--- config.mk ---
export PLATFORM = sky130hd
export DESIGN_NAME = cache_line_mover
export DESIGN_NICKNAME = d
export VERILOG_FILES = /design/src/rtl/cache_line_mover.sv
export SDC_FILE = /design/constraint.sdc
export NUM_CORES = 1
export LEC_CHECK = 0
export BUFFER_PORTS_ARGS = -buffer_cell sky130_fd_sc_hd__buf_2
export CAP_MARGIN = 20
export CORE_AREA = 2 2 186 143
export CTS_CLUSTER_SIZE = 24
export DETAILED_ROUTE_END_ITERATION = 16
export DIE_AREA = 0 0 188 145
export HOLD_SLACK_MARGIN = 0.08
export PLACE_DENSITY_LB_ADDON = 0.3
export SYNTH_ARGS = -nofsm -noshare
export SYNTH_HDL_FRONTEND = slang
export SYNTH_SLANG_ARGS = --single-unit
--- constraint.sdc ---
create_clock -name clk -period 2.4 [get_ports clk]
set_input_delay 0.48 -clock clk [delete_from_list [all_inputs] [get_ports clk]]
set_output_delay 0.48 -clock clk [all_outputs]
set_load 0.02 [all_outputs]
--- src/rtl/cache_line_mover.sv ---
// Line transfer engine: writes back a dirty 128-bit victim line, then refills a line as four 32-bit bus reads.
// Optional macro CACHE_WRITEBACK_EN compiles in the dirty-victim write-back path (WB state, req_modify).
module cache_line_mover (
    input  logic         clk,
    input  logic         rst,
    input  logic         req_valid,
    output logic         req_ready,
    input  logic         req_modify,
    input  logic [27:0]  req_wb_addr,
    input  logic [27:0]  req_fill_addr,
    input  logic [127:0] req_wb_data,
    output logic [31:0]  mem_addr,
    output logic         mem_read,
    output logic         mem_write,
    output logic [31:0]  mem_writedata,
    input  logic         mem_waitrequest,
    input  logic [31:0]  mem_readdata,
    input  logic         mem_readdatavalid,
    output logic [127:0] fill_data,
    output logic [3:0]   fill_word_en,
    output logic         fill_write,
    output logic         fill_read_miss,
    output logic         done
);
    typedef enum logic [2:0] {IDLE, WB, RD, RD_WAIT, FILL} state_t;

    state_t       state;
    logic [1:0]   beat;
    logic [1:0]   beat_nxt;
    logic [27:0]  fill_addr;
    logic [127:0] fill_buf;

    assign beat_nxt  = beat + 2'd1;
    assign req_ready = (state == IDLE) && !rst;
    assign fill_data = fill_buf;

`ifdef CACHE_WRITEBACK_EN
    logic [27:0]  wb_addr;
    logic [127:0] wb_line;
`else
    // Write-through builds never see a dirty victim, so the write-back inputs are dropped.
    logic unused_wb_inputs;
    assign unused_wb_inputs = ^{req_modify, req_wb_addr, req_wb_data};
    assign mem_write        = 1'b0;
    assign mem_writedata    = 32'h0;
`endif

    // Command outputs are registered and loaded with the values of the state being entered.
    always_ff @(posedge clk) begin
        if (rst) begin
            state          <= IDLE;
            beat           <= 2'd0;
            fill_addr      <= 28'h0;
            fill_buf       <= 128'h0;
            mem_addr       <= 32'h0;
            mem_read       <= 1'b0;
            fill_word_en   <= 4'h0;
            fill_write     <= 1'b0;
            fill_read_miss <= 1'b0;
            done           <= 1'b0;
`ifdef CACHE_WRITEBACK_EN
            wb_addr        <= 28'h0;
            wb_line        <= 128'h0;
            mem_write      <= 1'b0;
            mem_writedata  <= 32'h0;
`endif
        end else begin
            fill_word_en   <= 4'h0;
            fill_write     <= 1'b0;
            fill_read_miss <= 1'b0;
            done           <= 1'b0;
            case (state)
                IDLE: begin
                    if (req_valid) begin
                        beat      <= 2'd0;
                        fill_addr <= req_fill_addr;
`ifdef CACHE_WRITEBACK_EN
                        wb_addr   <= req_wb_addr;
                        wb_line   <= req_wb_data;
                        if (req_modify) begin
                            state         <= WB;
                            mem_write     <= 1'b1;
                            mem_addr      <= {req_wb_addr, 4'h0};
                            mem_writedata <= req_wb_data[31:0];
                        end else begin
                            state    <= RD;
                            mem_read <= 1'b1;
                            mem_addr <= {req_fill_addr, 4'h0};
                        end
`else
                        state    <= RD;
                        mem_read <= 1'b1;
                        mem_addr <= {req_fill_addr, 4'h0};
`endif
                    end
                end
`ifdef CACHE_WRITEBACK_EN
                WB: begin
                    if (!mem_waitrequest) begin
                        if (beat == 2'd3) begin
                            state         <= RD;
                            beat          <= 2'd0;
                            mem_write     <= 1'b0;
                            mem_writedata <= 32'h0;
                            mem_read      <= 1'b1;
                            mem_addr      <= {fill_addr, 4'h0};
                        end else begin
                            beat          <= beat_nxt;
                            mem_addr      <= {wb_addr, beat_nxt, 2'b00};
                            mem_writedata <= wb_line[{beat_nxt, 5'd0} +: 32];
                        end
                    end
                end
`endif
                RD: begin
                    if (!mem_waitrequest) begin
                        state    <= RD_WAIT;
                        mem_read <= 1'b0;
                        mem_addr <= 32'h0;
                    end
                end
                RD_WAIT: begin
                    if (mem_readdatavalid) begin
                        fill_buf[{beat, 5'd0} +: 32] <= mem_readdata;
                        if (beat == 2'd3) begin
                            state          <= FILL;
                            beat           <= 2'd0;
                            fill_write     <= 1'b1;
                            fill_word_en   <= 4'hf;
                            fill_read_miss <= 1'b1;
                            done           <= 1'b1;
                        end else begin
                            state    <= RD;
                            beat     <= beat_nxt;
                            mem_read <= 1'b1;
                            mem_addr <= {fill_addr, beat_nxt, 2'b00};
                        end
                    end
                end
                FILL: begin
                    state <= IDLE;
                end
                default: begin
                    state <= IDLE;
                end
            endcase
        end
    end
endmodule

Word level (Yosys, flattened, before mapping)
Index checks and enable logic that the tools add are counted.
Widths: inputs -> output; s select.
{ "totals": {"register_bits": 199, "in_bits": 222, "output_inout_bits": 202, "word_cells": 54} }
{ "op_classes": {"add_sub_neg": 2, "eq_ne": 7, "shifts": 2, "n_mux": 22, "bitwise_logic": 2, "reduce_logical": 11} }
{ "op_table": {"columns": ["cell", "n"], "rows": [
  ["$bwmux 128", 1],
  ["$mux 32", 4],
  ["$shift 32x9->128 const A", 1],
  ["$shiftx 32x9->128", 1],
  ["$pmux 32 s3", 1],
  ["$mux 3", 4],
  ["$neg 7->9", 1],
  ["$pmux 3 s3", 1],
  ["$ne 2x2->1 const B", 4],
  ["$eq 3x2->1 const B", 2],
  ["$mux 2", 3],
  ["$reduce_and 3->1", 2],
  ["$mux 1", 5],
  ["$reduce_and 5->1", 1],
  ["$mux 4", 1],
  ["$pmux 2 s2", 1],
  ["$reduce_and 2->1", 2],
  ["$logic_not 3->1", 1],
  ["$pmux 1 s3", 1],
  ["$reduce_bool 3->1", 1],
  ["$reduce_or 3->1", 1],
  ["$add 2x1->2 const B", 1],
  ["$eq 2x2->1 const B", 1],
  ["$not 1->1", 2],
  ["3 further kinds", 3]
]} }

Logic depth before layout (Yosys ltp)
Gate-level depths: netlist of the first run.
{ "logic_depth": {"word_depth": 4, "mapped_depth": 8, "ltp_nobuf": 6} }

Least setup slack after synthesis of the first run
OpenSTA, ideal clock, no wires.
{ "synth_timing": {"kind": "input-to-output", "startpoint": "input rst", "endpoint": "output req_ready", "arrival_time_ps": 1429, "t_required_ps": 1920, "slack_ps": 491, "path_stages": 3, "path_buffers": 2, "path_cell_list": "clkbuf_1 clkbuf_1 nor4_1"} }
{ "synth_via": {"elab_chain_len": 2} }
{ "synth_lines": {"columns": ["item", "line", "rtl"], "rows": [
  ["start, declared", "5", "input logic rst,"],
  ["$logic_not 1->1", "34", "assign req_ready = (state == IDLE) && !rst;"],
  ["$logic_and 1x1->1", "34", null],
  ["end, declared", "7", "output logic req_ready,"]
]} }
No other way between the ends.

Final worst setup path of the first run
{ "layout_timing": {"startpoint": "register state[1]", "endpoint": "register fill_addr[2]"} }
{ "layout_via": {"elab_chain_len": 2} }
{ "layout_lines": {"columns": ["item", "line", "rtl"], "rows": [
  ["start, declared", "27", "state_t state;"],
  ["start signal, assigned", "51", "state <= IDLE;"],
  ["start signal, assigned", "91", "state <= RD;"],
  ["start signal, assigned", "117", "state <= RD_WAIT;"],
  ["$logic_not 3->1", "72", "case (state)"],
  ["$reduce_and 2->1 (no source line)", null, null],
  ["end signal, assigned", "76", "fill_addr <= req_fill_addr;"],
  ["end, declared", "30", "logic [27:0] fill_addr;"]
]} }
No other way between the ends.
A chain may end at the register's enable or synchronous reset.

==> summary.md, run 1 <==
The run finished with clean final reports. Across all register-to-register paths, the minimum setup slack is 0.40 ns. The number of antenna violations at the first check in global routing came out at 1. The number of hold buffers added after CTS was 0. Compared with the post-synthesis result, the final layout area differs by 25.8%.

Summing the areas of all compound-gate instances in the mapped netlist gives 18.3% of the synthesized area. Summing every instance area after synthesis gives 7760 um2. Counting the fill cells in the layout gives 2698. Cells with a size suffix above 1 make up 25.9% of the layout.

The worst hold path passes through 3 cells. The critical path goes through inv_1 -> nand3_1 -> buf_12 -> nand2_1 -> a21oi_1. Summed over all nets, the half-perimeter wirelength after detailed placement is 16800 um. Entering global routing, the biggest net connects 97 pins. The number of antenna-violating nets in the routed design came out at 0. The depth of the worst register-to-register path was 5. By area, the combinational part of the netlist is dominated by simple AND/OR/NAND/NOR gates.

The worst path meets setup with 0.405 ns of slack. met2 is the most crowded layer. For this design, the slowest cell found on the critical path is sky130_fd_sc_hd__nand3_1. The initial utilization of the core area, before any placement, comes to 30.5%. In this run the vertical extent of the chip is 145 um. The via count of the first global-routing pass was 7077; the number of synthesized register bits was 193.

The run gives 0 ns as the total negative slack. The first global-routing pass estimated 40800 um of wire. Clock latency on the worst-skew pair, taken at its later pin, is 0.43 ns. Clock-pin slew was measured on the worst setup and hold paths at 0.07 ns. Critical path capture point type: a flip-flop. In this run the core area contains 51 standard-cell rows.

Along the worst path, the maximum fanout reaches 18. In this run, the number of DRC markers left after iteration 0 of detailed routing was 491. The top cell types in the final layout, fill and taps aside, are sky130_fd_sc_hd__buf_2, sky130_fd_sc_hd__dfxtp_1, sky130_fd_sc_hd__nand2_1. Once layout is done, the placed cells without fillers occupy 9770 um2.

The met2 layer usage reported by global route was 28.1%; the cell count after synthesis was 972. TritonCTS created 17 clock buffers. Across the VDD grid, the largest voltage drop is 0.457 mV.

The final layout contains 1385 nets. The critical path is of the flip-flop to flip-flop type. The die area is 27300 um2.

The mean area per synthesized cell works out to 7.99 um2. The post-synthesis share of cell area spent on xor and xnor gates works out to 0%. The tools report the number of endpoints with negative hold slack in the final report as 0.

The worst hold path belongs to the class input port to flip-flop. Setup violations remaining at the end of the flow were counted as 0. Sequential elements use 49.8% of the synthesized area.

The library cell used most frequently in the layout, excluding fill and tap cells, is sky130_fd_sc_hd__buf_2. For this design the ratio of total power to cell area is 745 nW/um2. The worst setup path is launched from a flip-flop. The chip width is 188 um. TritonCTS built the clock tree.

Cells fill 38.4% of the core in the end. The worst path uses 83.1% of the clock period. Global routing used 18.9% of the available tracks. The startpoint identified for the worst hold timing path is req_fill_addr[5]. In this run the standard cell core region covers 25500 um2. The startpoint of the most critical register-to-register path is state[1].

The area share of fa/ha/maj cells after synthesis came out at 0.967%. The remaining design rule violation count was 0; the clock period minus final worst setup slack was 2.00 ns. In this run the tightest slew margin relative to its limit is 55.4%.

The vias per cell is 4.96. For this run, the number of Yosys warnings is 0. Maximum buffer depth of the clock tree: 2.

Multiplexer cells account for 0% of the synthesized area. The met1 track demand over resource in global routing came out at 26.3%. The logs give 0 for the post-CTS resize count and 5 for the iteration count of the initial detailed-routing pass. For met3 alone, demand over resource in global routing was 5.83%. After detailed routing, the average wire length per cell comes to 17.1 um.

Across the routed clock network, the largest skew measured is 0.00913 ns. Once the clock tree was built, the setup fixing pass inserted 0 buffers. The total overflow left after global routing is 0. Static timing analysis puts the maximum clock frequency at 501 MHz. The number of I/O port buffers came out at 231.

STA puts the critical path data arrival time at 2.29 ns. The worst reg2reg path endpoint is fill_addr[2]. The required time of the critical path came out at 2.70 ns. Post-synthesis cell type count: 35.

The tools report the cell at the root of the clock tree as sky130_fd_sc_hd__clkbuf_16. The slew at the pin closest to its max-slew limit was 0.669 ns; the simple-gate portion of the synthesized area was 21.7%. The analysis attributes to cell leakage a power of 0.00396 uW. The number of pins with negative max-slew slack in the final report was 0. The top-level I/O count came out at 424. The path with the worst hold slack has its endpoint at fill_addr[5]. For this run, the slowest stage of the critical path takes 0.54 ns. CTS saw 193 sinks.

Setup repair after global routing left no endpoint under its margin. OpenSTA, run right after detailed placement, puts the worst setup slack at 0.405 ns. After detailed placement, the total cell area comes to 9150 um2.

Max-cap violations in this run came to 0. The tools report the maximum level of the CTS H-tree as 4. The final route contains 7517 vias.

The total routed wirelength was 25900 um; the final weighted congestion of routability-driven global placement was 0.782.
worst max-delay path: cells and delay by family, from the launching register on:
kind / cells / cell delay, ns
buf+inv: 2 / 0.78
simple gates: 2 / 0.61
flops: 1 / 0.41
compound gates: 1 / 0.06
report_power, final:
group / switching [uW] / internal, uW
registers: 61.1 / 3320
logic: 572 / 256
clock network: 1270 / 1790
kinds of logic (layout without fill, tap and decap cells):
kind of cell	after synthesis	after routing
simple gates	377	377
flops	193	193
other cells	1	36
compound gates	257	257
buf+inv	138	301
fa+ha+maj	6	6
registers in the layout (all words and copies together) (netlist names):
signal	flops
fill_addr	28
mem_addr	30
mem_read	1
beat	2
fill_word_en	1
state	3
fill_data	128
cells in the mapped netlist:
master	n	area, um2
sky130_fd_sc_hd__nor3_1	4	20.0
sky130_fd_sc_hd__or4_4	1	11.3
sky130_fd_sc_hd__nand4_1	1	6.26
sky130_fd_sc_hd__buf_6	2	22.5
sky130_fd_sc_hd__a21o_1	2	15.0
sky130_fd_sc_hd__o32ai_1	1	8.76
sky130_fd_sc_hd__inv_1	5	18.8
sky130_fd_sc_hd__and3b_1	2	17.5
sky130_fd_sc_hd__o21ba_2	1	10.0
sky130_fd_sc_hd__a31o_2	1	8.76
sky130_fd_sc_hd__buf_4	41	308
sky130_fd_sc_hd__nand3_1	158	791
sky130_fd_sc_hd__and4b_1	1	10.0
sky130_fd_sc_hd__nor2b_1	1	6.26
sky130_fd_sc_hd__a311oi_1	28	245
sky130_fd_sc_hd__a31oi_1	2	12.5
sky130_fd_sc_hd__buf_1	4	15.0
sky130_fd_sc_hd__a21oi_1	190	951
sky130_fd_sc_hd__buf_2	27	135
sky130_fd_sc_hd__nor2_1	4	15.0
sky130_fd_sc_hd__clkbuf_1	59	221
sky130_fd_sc_hd__nand2_1	192	721
sky130_fd_sc_hd__conb_1	1	3.75
sky130_fd_sc_hd__a2111oi_0	1	8.76
sky130_fd_sc_hd__and2_0	1	6.26
sky130_fd_sc_hd__a21oi_2	1	8.76
sky130_fd_sc_hd__dfxtp_1	193	3860
sky130_fd_sc_hd__nor4_1	1	6.26
sky130_fd_sc_hd__o21ai_0	30	150
sky130_fd_sc_hd__and2_1	3	18.8
sky130_fd_sc_hd__and3_1	2	12.5
sky130_fd_sc_hd__or3b_1	1	8.76
sky130_fd_sc_hd__ha_1	6	75.1
sky130_fd_sc_hd__nand2b_1	4	25.0
sky130_fd_sc_hd__or4_1	1	7.51
worst max path at each step:
stage / from / endpoint / slack [ns] / cells past startpoint
2_1_floorplan: rst / req_ready / 0.49 / 3
3_3_place_gp: state[0] / mem_addr[24] / 0.45 / 5
3_5_place_dp: state[0] / mem_addr[15] / 0.41 / 5
4_1_cts: state[0] / mem_addr[15] / 0.38 / 5
5_1_grt: state[0] / mem_addr[21] / 0.23 / 5
6_report: state[1] / fill_addr[2] / 0.40 / 5
per-layer routing:
metal	share of wire [%]	wire length, um
met1	46	11800
met2	45	11600
met3	8.4	2170
met4	1.1	276
met5	0	0
final cells by class:
class	count	area (um2)	share of cell area [%]
multi-input cells	675	3330	34.1
repair buffers	265	1510	15.4
inverters	5	18.8	0.192
well taps	344	430	4.41
diodes	1	2.50	0.0256
clock inverters	10	159	1.63
flip-flops and latches	193	3860	39.6
clock buffers	21	460	4.71
through the flow:
step,cells,total power (uW),hold slack (ns)
2_1_floorplan,1006,4010,0.437
3_3_place_gp,1482,4270,0.435
3_5_place_dp,1482,4280,0.440
4_1_cts,1513,7350,0.267
5_1_grt,1513,7570,0.277
6_report,1514,7270,0.289
Note: power is estimated with default switching activity, not from simulation.
==> run 2: changes to the inputs <==
Settings changed: ABC_AREA from default to 1, CORE_AREA 2 2 186 143 to 2 2 193 148, DIE_AREA 0 0 188 145 to 0 0 195 150.
Clock period 2.4 ns to 1.6 ns, I/O delays scaled along.
==> summary.md, run 2 <==
The cell family contributing the most delay on the critical path is flip-flops. For the maximum vdd drop, the log shows 0.752 mV. The area share of the largest cell type after synthesis came out at 46.3%. Dividing the detail-routed wire length by the instance count gives 15.6 um. At the end of the flow the core is filled with cells to 39.2%.

The internal power of the cells totals 8090 uW. For this design the ratio of total power to cell area is 1060 nW/um2. In this run switching power makes up 29.2% of total power. At the end of routability-driven placement, the weighted congestion stood at 0.821. The share of final-layout standard cells stronger than drive strength 1 was 25.6%; the antenna diode count was 0.

The synthesized netlist devotes 20.8% of its cell area to simple gates. The share of total power dissipated in the clock network is 40.4%. The run gives 1711 as the number of standard cells in the final layout excluding fillers. Setup violations remaining at the end of the flow were counted as 0. In this run the horizontal extent of the chip is 195 um. For the starting density of the core, the log shows 30.4%.

The logs give 4 for the iteration count of the initial detailed-routing pass and 0 for the number of antenna violations at the first check in global routing. The tools report the via count of the first global-routing pass as 7098. The cell area after technology mapping is 8340 um2, and the number of flops mapped to enable cells by yosys is 0. The HPWL after detailed placement is 17900 um.

Relative to the synthesized area, the layout overhead comes to 28.9%. Portion of the clock cycle consumed by the worst path in the final layout: 97.3%. Together, buffers and inverters on the worst path number 2. The tightest min-delay check is of the input port to flip-flop type. Maximum fanout count along the critical path: 7.

The clock reaches the later pin of the worst-skew pair after 0.44 ns. Once placement finished, the instance area stood at 9890 um2. The tools report the total negative slack as 0 ns. The fraction of the mapped netlist area in compound gates is 18.7%.

Leaving out fill and tap cells, the most frequent cells in the layout are sky130_fd_sc_hd__buf_2, sky130_fd_sc_hd__dfxtp_1, sky130_fd_sc_hd__nand2_1. The worst hold path begins at mem_readdata[0]. The startpoint of the most critical register-to-register path was beat[0]. Vias per cell: 4.68.

The die covers 29300 um2. Clock tree synthesis selected as its root buffer the cell sky130_fd_sc_hd__clkbuf_16. Measured against the total synthesized area, the mux share comes to 0%. Data on the critical path arrives at its endpoint at 1.94 ns.

Synthesis instantiated 27 different standard cells from the library. The H-tree generated during clock tree synthesis spans 4 levels. Detailed routing inserted a total of 8013 vias. The category of the most critical setup path was flip-flop to flip-flop. The analysis attributes to net switching a power of 3340 uW. The flow ran to the end, and the final reports show no timing, DRC or antenna violations.

The average instance in the mapped netlist occupies 7.34 um2. The tools report the maximum buffer depth of the clock tree as 2. The library cell used most frequently in the layout, excluding fill and tap cells, is sky130_fd_sc_hd__buf_2.

Across the routed clock network, the largest skew measured is 0.00731 ns. The run gives 1669 as the cell count after placement. The run gives 17.3% as the overall global routing resource usage.

The number of nets at the end of the flow was 1569; the async set or reset register ratio after synthesis was 0%. Setup slack closes at 0.0428 ns. The critical path goes through inv_6 -> ha_4 -> nand2_4 -> nor2_4 -> clkbuf_16 -> nand3_2 -> a21oi_2. Of the synthesized area, sequential elements account for 46.3%.

The number of antenna-violating nets in the routed design is 0, and the number of DRC markers after the initial detailed-route iteration is 480. The sequential share of power came out at 44.4%. Among all flip-flop cells after synthesis, the most frequent one is sky130_fd_sc_hd__dfxtp_1. In this run the count of I/O pins placed on the die edge is 424. The number of flip-flops under the largest register name was 128. After detailed routing, the number of remaining DRC violations is 0. Yosys printed 0 warnings. The commonest cells after synthesis are sky130_fd_sc_hd__dfxtp_1, sky130_fd_sc_hd__nand2_1, sky130_fd_sc_hd__o21ai_0, sky130_fd_sc_hd__nor2_1, sky130_fd_sc_hd__a21oi_1.

Data on the critical path is required at its endpoint by 1.98 ns. The run gives 15.2% as the combinational group share of total power. The largest net degree at the start of global routing is 88, and the wire length of the first global-routing pass is 39800 um. The overall overflow remaining after global route came out at 0.

The clock net in this run drives a total of 193 sinks. The number of endpoints with negative hold slack in the final report was 0; the timing-limited maximum frequency was 642 MHz. The final instance area came out at 10800 um2. Highest-delay cell along the critical path: sky130_fd_sc_hd__dfxtp_4. The total of max-cap violations is 0. The tools report the startpoint class of the critical path as a flip-flop. The synthesized design spends more area on one cell type than any other, namely sky130_fd_sc_hd__dfxtp_1. Counting the buffers created by CTS gives 17. Number of I/O port buffers: 231. The critical path capture point type is a flip-flop.

TritonCTS built the clock tree. The dominant combinational cell family by area after synthesis is simple AND/OR/NAND/NOR gates. The number of cell rows is 53.

The post-synthesis share of cell area spent on xor and xnor gates was 0%; the total routed wirelength was 26600 um. Critical path launch point: beat[0]. Measured along the y axis, the die boundary spans 150 um. Counting every instance in the synthesized netlist gives 1136. The run gives 0 as the number of pins with negative max-slew slack in the final report. The logs give 27500 um2 for the placeable core area and 0.00496 uW for the total leakage power.

Setup slack after placement: -0.0235 ns. The most common cell in the synthesized netlist is sky130_fd_sc_hd__dfxtp_1. After clock tree synthesis, the clock-pin slew on the worst setup and hold paths is 0.08 ns. The delay contributed by the slowest stage of the critical path came out at 0.39 ns. By area the synthesized netlist is led by sky130_fd_sc_hd__dfxtp_1, sky130_fd_sc_hd__o21ai_0, sky130_fd_sc_hd__nand2_1. The clock period minus final worst setup slack was 1.56 ns.

The synthesized netlist devotes 0.900% of its cell area to adder and majority cells. Setup repair after global routing could not meet its margin everywhere. In this run, synthesis produced a sequential element count of 193.
-- run 2: cell count changes in the layout (fill, tap and decap cells not counted), moves of 15 or more --
cell / before / now
sky130_fd_sc_hd__a21oi_1: 190 / 115
sky130_fd_sc_hd__a311oi_1: 28 / 0
sky130_fd_sc_hd__inv_1: 5 / 101
sky130_fd_sc_hd__nand2_1: 192 / 165
sky130_fd_sc_hd__nand3_1: 158 / 58
sky130_fd_sc_hd__nand4_1: 1 / 29
sky130_fd_sc_hd__nor2_1: 3 / 131
sky130_fd_sc_hd__o211a_1: 0 / 15
sky130_fd_sc_hd__o21ai_0: 30 / 155
-- run 2: cell type report --
cell class	count	area (um2)
fillers	2888	16700
repair buffers	279	1780
clock inverters	13	175
inverters	109	425
multi-input cells	740	3590
well taps	357	447
repair inverters	1	7.51
clock buffers	19	443
flip-flops and latches	193	3880
-- run 2: logic make-up after synthesis --
logic type,after synthesis
AND/OR/NAND/NOR,403
AO/OA/AOI/OAI,296
flip-flops,193
adder cells (fa/ha/maj),6
buffers and inverters,237
other,1
-- run 2: worst min-delay path: stages --
cell and delay [ns]:
sky130_fd_sc_hd__buf_2 0.10, sky130_fd_sc_hd__a21oi_1 0.06, sky130_fd_sc_hd__nor2_1 0.07
-- run 2: power groups by stage --
stage / sequential [uW] / combinational, uW / clock, uW
final: 5070 / 1740 / 4620
after global routing: 5090 / 1930 / 4930
after CTS: 5080 / 1710 / 4740
after detailed placement: 5190 / 1690 / 0
after global placement: 5180 / 1680 / 0
after floorplan: 5310 / 1030 / 0
-- run 2: metal layers --
metal,share of wire [%],vias up,global-route usage (%)
met1,50,3729,25.0
met4,1.3,0,4.69
li1,-,4032,-
met5,0,-,0
met2,43,232,25.3
met3,6.1,20,4.62
-- run 2: worst paths after layout --
path                            slack, ns             to  cells past startpoint
worst max-delay path                 0.04  fill_data[88]                      7
worst min-delay path                 0.14  fill_data[64]                      3
worst max register to register       0.04  fill_data[88]                      7
worst min register to register       0.45  fill_addr[20]                      2
-- run 2: repair_timing --
action,4_1_cts,5_1_grt
resized for setup,8,30
endpoints found under the setup margin,30,115
pin swaps,2,7
setup buffers,2,3
gates cloned,0,5
hold buffers,0,0
-- run 2: through the flow --
step / total power, uW / hold slack, ns
after global placement: 6860 / 0.432
final: 11400 / 0.144
after detailed placement: 6880 / 0.439
after global routing: 11900 / 0.142
after CTS: 11500 / 0.124
after floorplan: 6340 / 0.425
==> run 3: changes to the inputs <==
Settings changed: CTS_BUF_LIST from default to sky130_fd_sc_hd__clkbuf_2 sky130_fd_sc_hd__clkbuf_4 sky130_fd_sc_hd__clkbuf_8, PLACE_DENSITY_LB_ADDON 0.3 to 0.15.
==> summary.md, run 3 (same netlist as run 2, synthesis figures left out) <==
The flow ran to the end, and the final reports show no timing, DRC or antenna violations. The via count of the first global-routing pass is 7188, and the wire length of the first global-routing pass is 40800 um. Setup violations remaining at the end of the flow were counted as 0. TritonCTS built the clock tree.

The data arrival at the endpoint of the critical path came out at 1.25 ns. Launch point of the worst hold path: mem_readdata[19]. Fill cells in the final layout number 2946. Derived from the worst setup path, the maximum achievable clock frequency is 637 MHz.

Total negative slack: 0 ns. The highest-delay cell along the critical path was sky130_fd_sc_hd__dfxtp_4. In this run the worst path has a maximum fanout of 5. Broken down by cell family, the worst path's largest delay share belongs to flip-flops. Clock-pin slew was measured on the worst setup and hold paths at 0.10 ns. VDD sags by at most 0.495 mV. The total leakage power is 0.00502 uW, and the maximum level of the CTS H-tree is 4. The total routed wirelength is 27400 um. The final layout contains 1588 nets. The region available for standard cell placement spans 27500 um2. OpenSTA, run right after detailed placement, puts the worst setup slack at 0.0195 ns.

The most critical setup path has its endpoint at req_ready. The logs give 0 for the remaining design rule violation count and 0 for the number of pins with negative max-slew slack in the final report. Overall overflow remaining after global route: 0. Tracing the worst setup path back leads to its startpoint at state[2].

The number of flip-flops under the largest register name works out to 128. STA classifies the critical path endpoint as an output pin. The startpoint of the most critical register-to-register path is beat[0]. Setup slack on the worst reg-to-reg path comes out at 0.03 ns. The worst register-to-register path has a depth of 7. The run gives 0 as the total of max-cap violations. In this design, the stage delay of the slowest critical-path cell is 0.38 ns. Traced cell by cell, the critical path runs through nor2_4 -> nand2_2 -> nor2_2 -> buf_6. The worst hold path belongs to the class input port to flip-flop. Setup repair after global routing could not meet its margin everywhere. For the pin with the worst max-slew slack, the measured transition is 0.517 ns. 424 I/O pins were placed. In this run the deepest clock path goes through 2 buffers. The worst path buffer plus inverter count works out to 1. The routed layout has 7942 vias.

The number of DRC markers after the initial detailed-route iteration came out at 399. Clock period minus final worst setup slack: 1.57 ns. In the final layout, the share of cells above drive strength 1 is 26.8%. Detailed placement ended at an HPWL of 18200 um. The run gives 65.5% as the worst slew margin relative to its limit. The clock insertion delay at the later pin of the skew report is 0.48 ns. The vias per cell was 4.59. Startpoint class of the critical path: a flip-flop.

The number of cell rows is 53. The number of clock sinks is 193, and the y dimension of the die is 150 um. Most common cell after layout, fill and taps aside: sky130_fd_sc_hd__buf_2. The critical path crosses 4 cells after its start point. Summing all placed instances gives a cell area of 9950 um2. The number of I/O port buffers was 231. The starting density of the core is 30.4%. Overall global routing resource usage: 17.9%.

The number of endpoints with negative hold slack in the final report was 0. The tools report the number of antenna-violating nets in the routed design as 0. The repair_antennas step left the layout with diodes totalling 0. The worst reg2reg path endpoint is fill_data[75]. The number of antenna violations at the first check in global routing was 1; the largest net degree at the start of global routing was 97.

Counting the buffers created by CTS gives 17. The required time of the critical path came out at 1.28 ns. The iteration count of the initial detailed-routing pass is 5.

Clock tree synthesis selected as its root buffer the cell sky130_fd_sc_hd__clkbuf_8. The floorplan step defined a die boundary enclosing 29300 um2. The tools report the post-layout worst setup margin as 0.0290 ns. The chip width works out to 195 um.

Dividing the detail-routed wire length by the instance count gives 15.8 um. The top cell types in the final layout, fill and taps aside, are sky130_fd_sc_hd__buf_2, sky130_fd_sc_hd__dfxtp_1, sky130_fd_sc_hd__nand2_1. For the final database, setup skew stands at 0.0207 ns.

The finished cells cover 10900 um2. The critical path is of the flip-flop to output pin type. The growth of design area from synthesis to finish is 30.7%, and the power per cell area is 976 nW/um2. The portion of the clock cycle consumed by the worst path in the final layout is 98.2%, and the final weighted congestion of routability-driven global placement is 0.798.
[run 3: worst min-delay path by stage]
stage / endpoint / slack, ns / cells past startpoint
floorplan: fill_addr[10] / 0.42 / 2
global placement: fill_addr[25] / 0.43 / 2
detailed placement: fill_addr[6] / 0.44 / 2
CTS: fill_addr[3] / 0.08 / 3
global route: fill_addr[12] / 0.09 / 3
finish: fill_data[83] / 0.12 / 3
[run 3: worst min-delay path, cell delays in order]
cell and delay, ns:
sky130_fd_sc_hd__buf_2 0.11, sky130_fd_sc_hd__a21oi_1 0.06, sky130_fd_sc_hd__nor2_1 0.07
[run 3: metrics by stage]
| step | cells | power, uW | hold WS, ns | utilization [%] |
|---|---|---|---|---|
| after floorplan | 1170 | 6340 | 0.425 | - |
| after global placement | 1670 | 6900 | 0.432 | 36.2 |
| after detailed placement | 1670 | 6910 | 0.438 | 36.2 |
| after CTS | 1712 | 10500 | 0.0816 | 38.2 |
| after global routing | 1729 | 11200 | 0.0863 | 39.7 |
| final | 1729 | 10600 | 0.117 | 39.7 |
[run 3: report_power, final]
part / total (uW) / switching, uW / internal, uW
clock: 3520 / 1930 / 1590
sequential: 5070 / 78.4 / 4990
combinational: 2050 / 1270 / 775
total: 10600 / 3280 / 7360
[run 3: routing by layer]
layer	share of wire, %	global-route usage (%)	wire length (um)
met5	0.047	0	13
met4	1.6	5.84	450
met3	7.7	5.90	2110
met2	42	25.6	11400
met1	49	25.0	13400
[run 3: final cells by class]
type                    count  area, um2  share of cell area (%)
clock inverters            13        175                    1.61
repair buffers            298       2110                    19.4
well taps                 357        447                    4.10
repair inverters            1       7.51                  0.0689
clock buffers              18        241                    2.22
multi-input cells         740       3610                    33.1
flip-flops and latches    193       3870                    35.6
inverters                 109        425                    3.90
[run 3: timing repair]
action / 4_1_cts / 5_1_grt
pin swaps: 2 / 11
setup endpoints to repair: 1 / 135
resized for setup: 8 / 43
cloned: 0 / 9
endpoints found under the hold margin: 11 / 0
hold buffers: 7 / 0
buffers inserted: 4 / 8
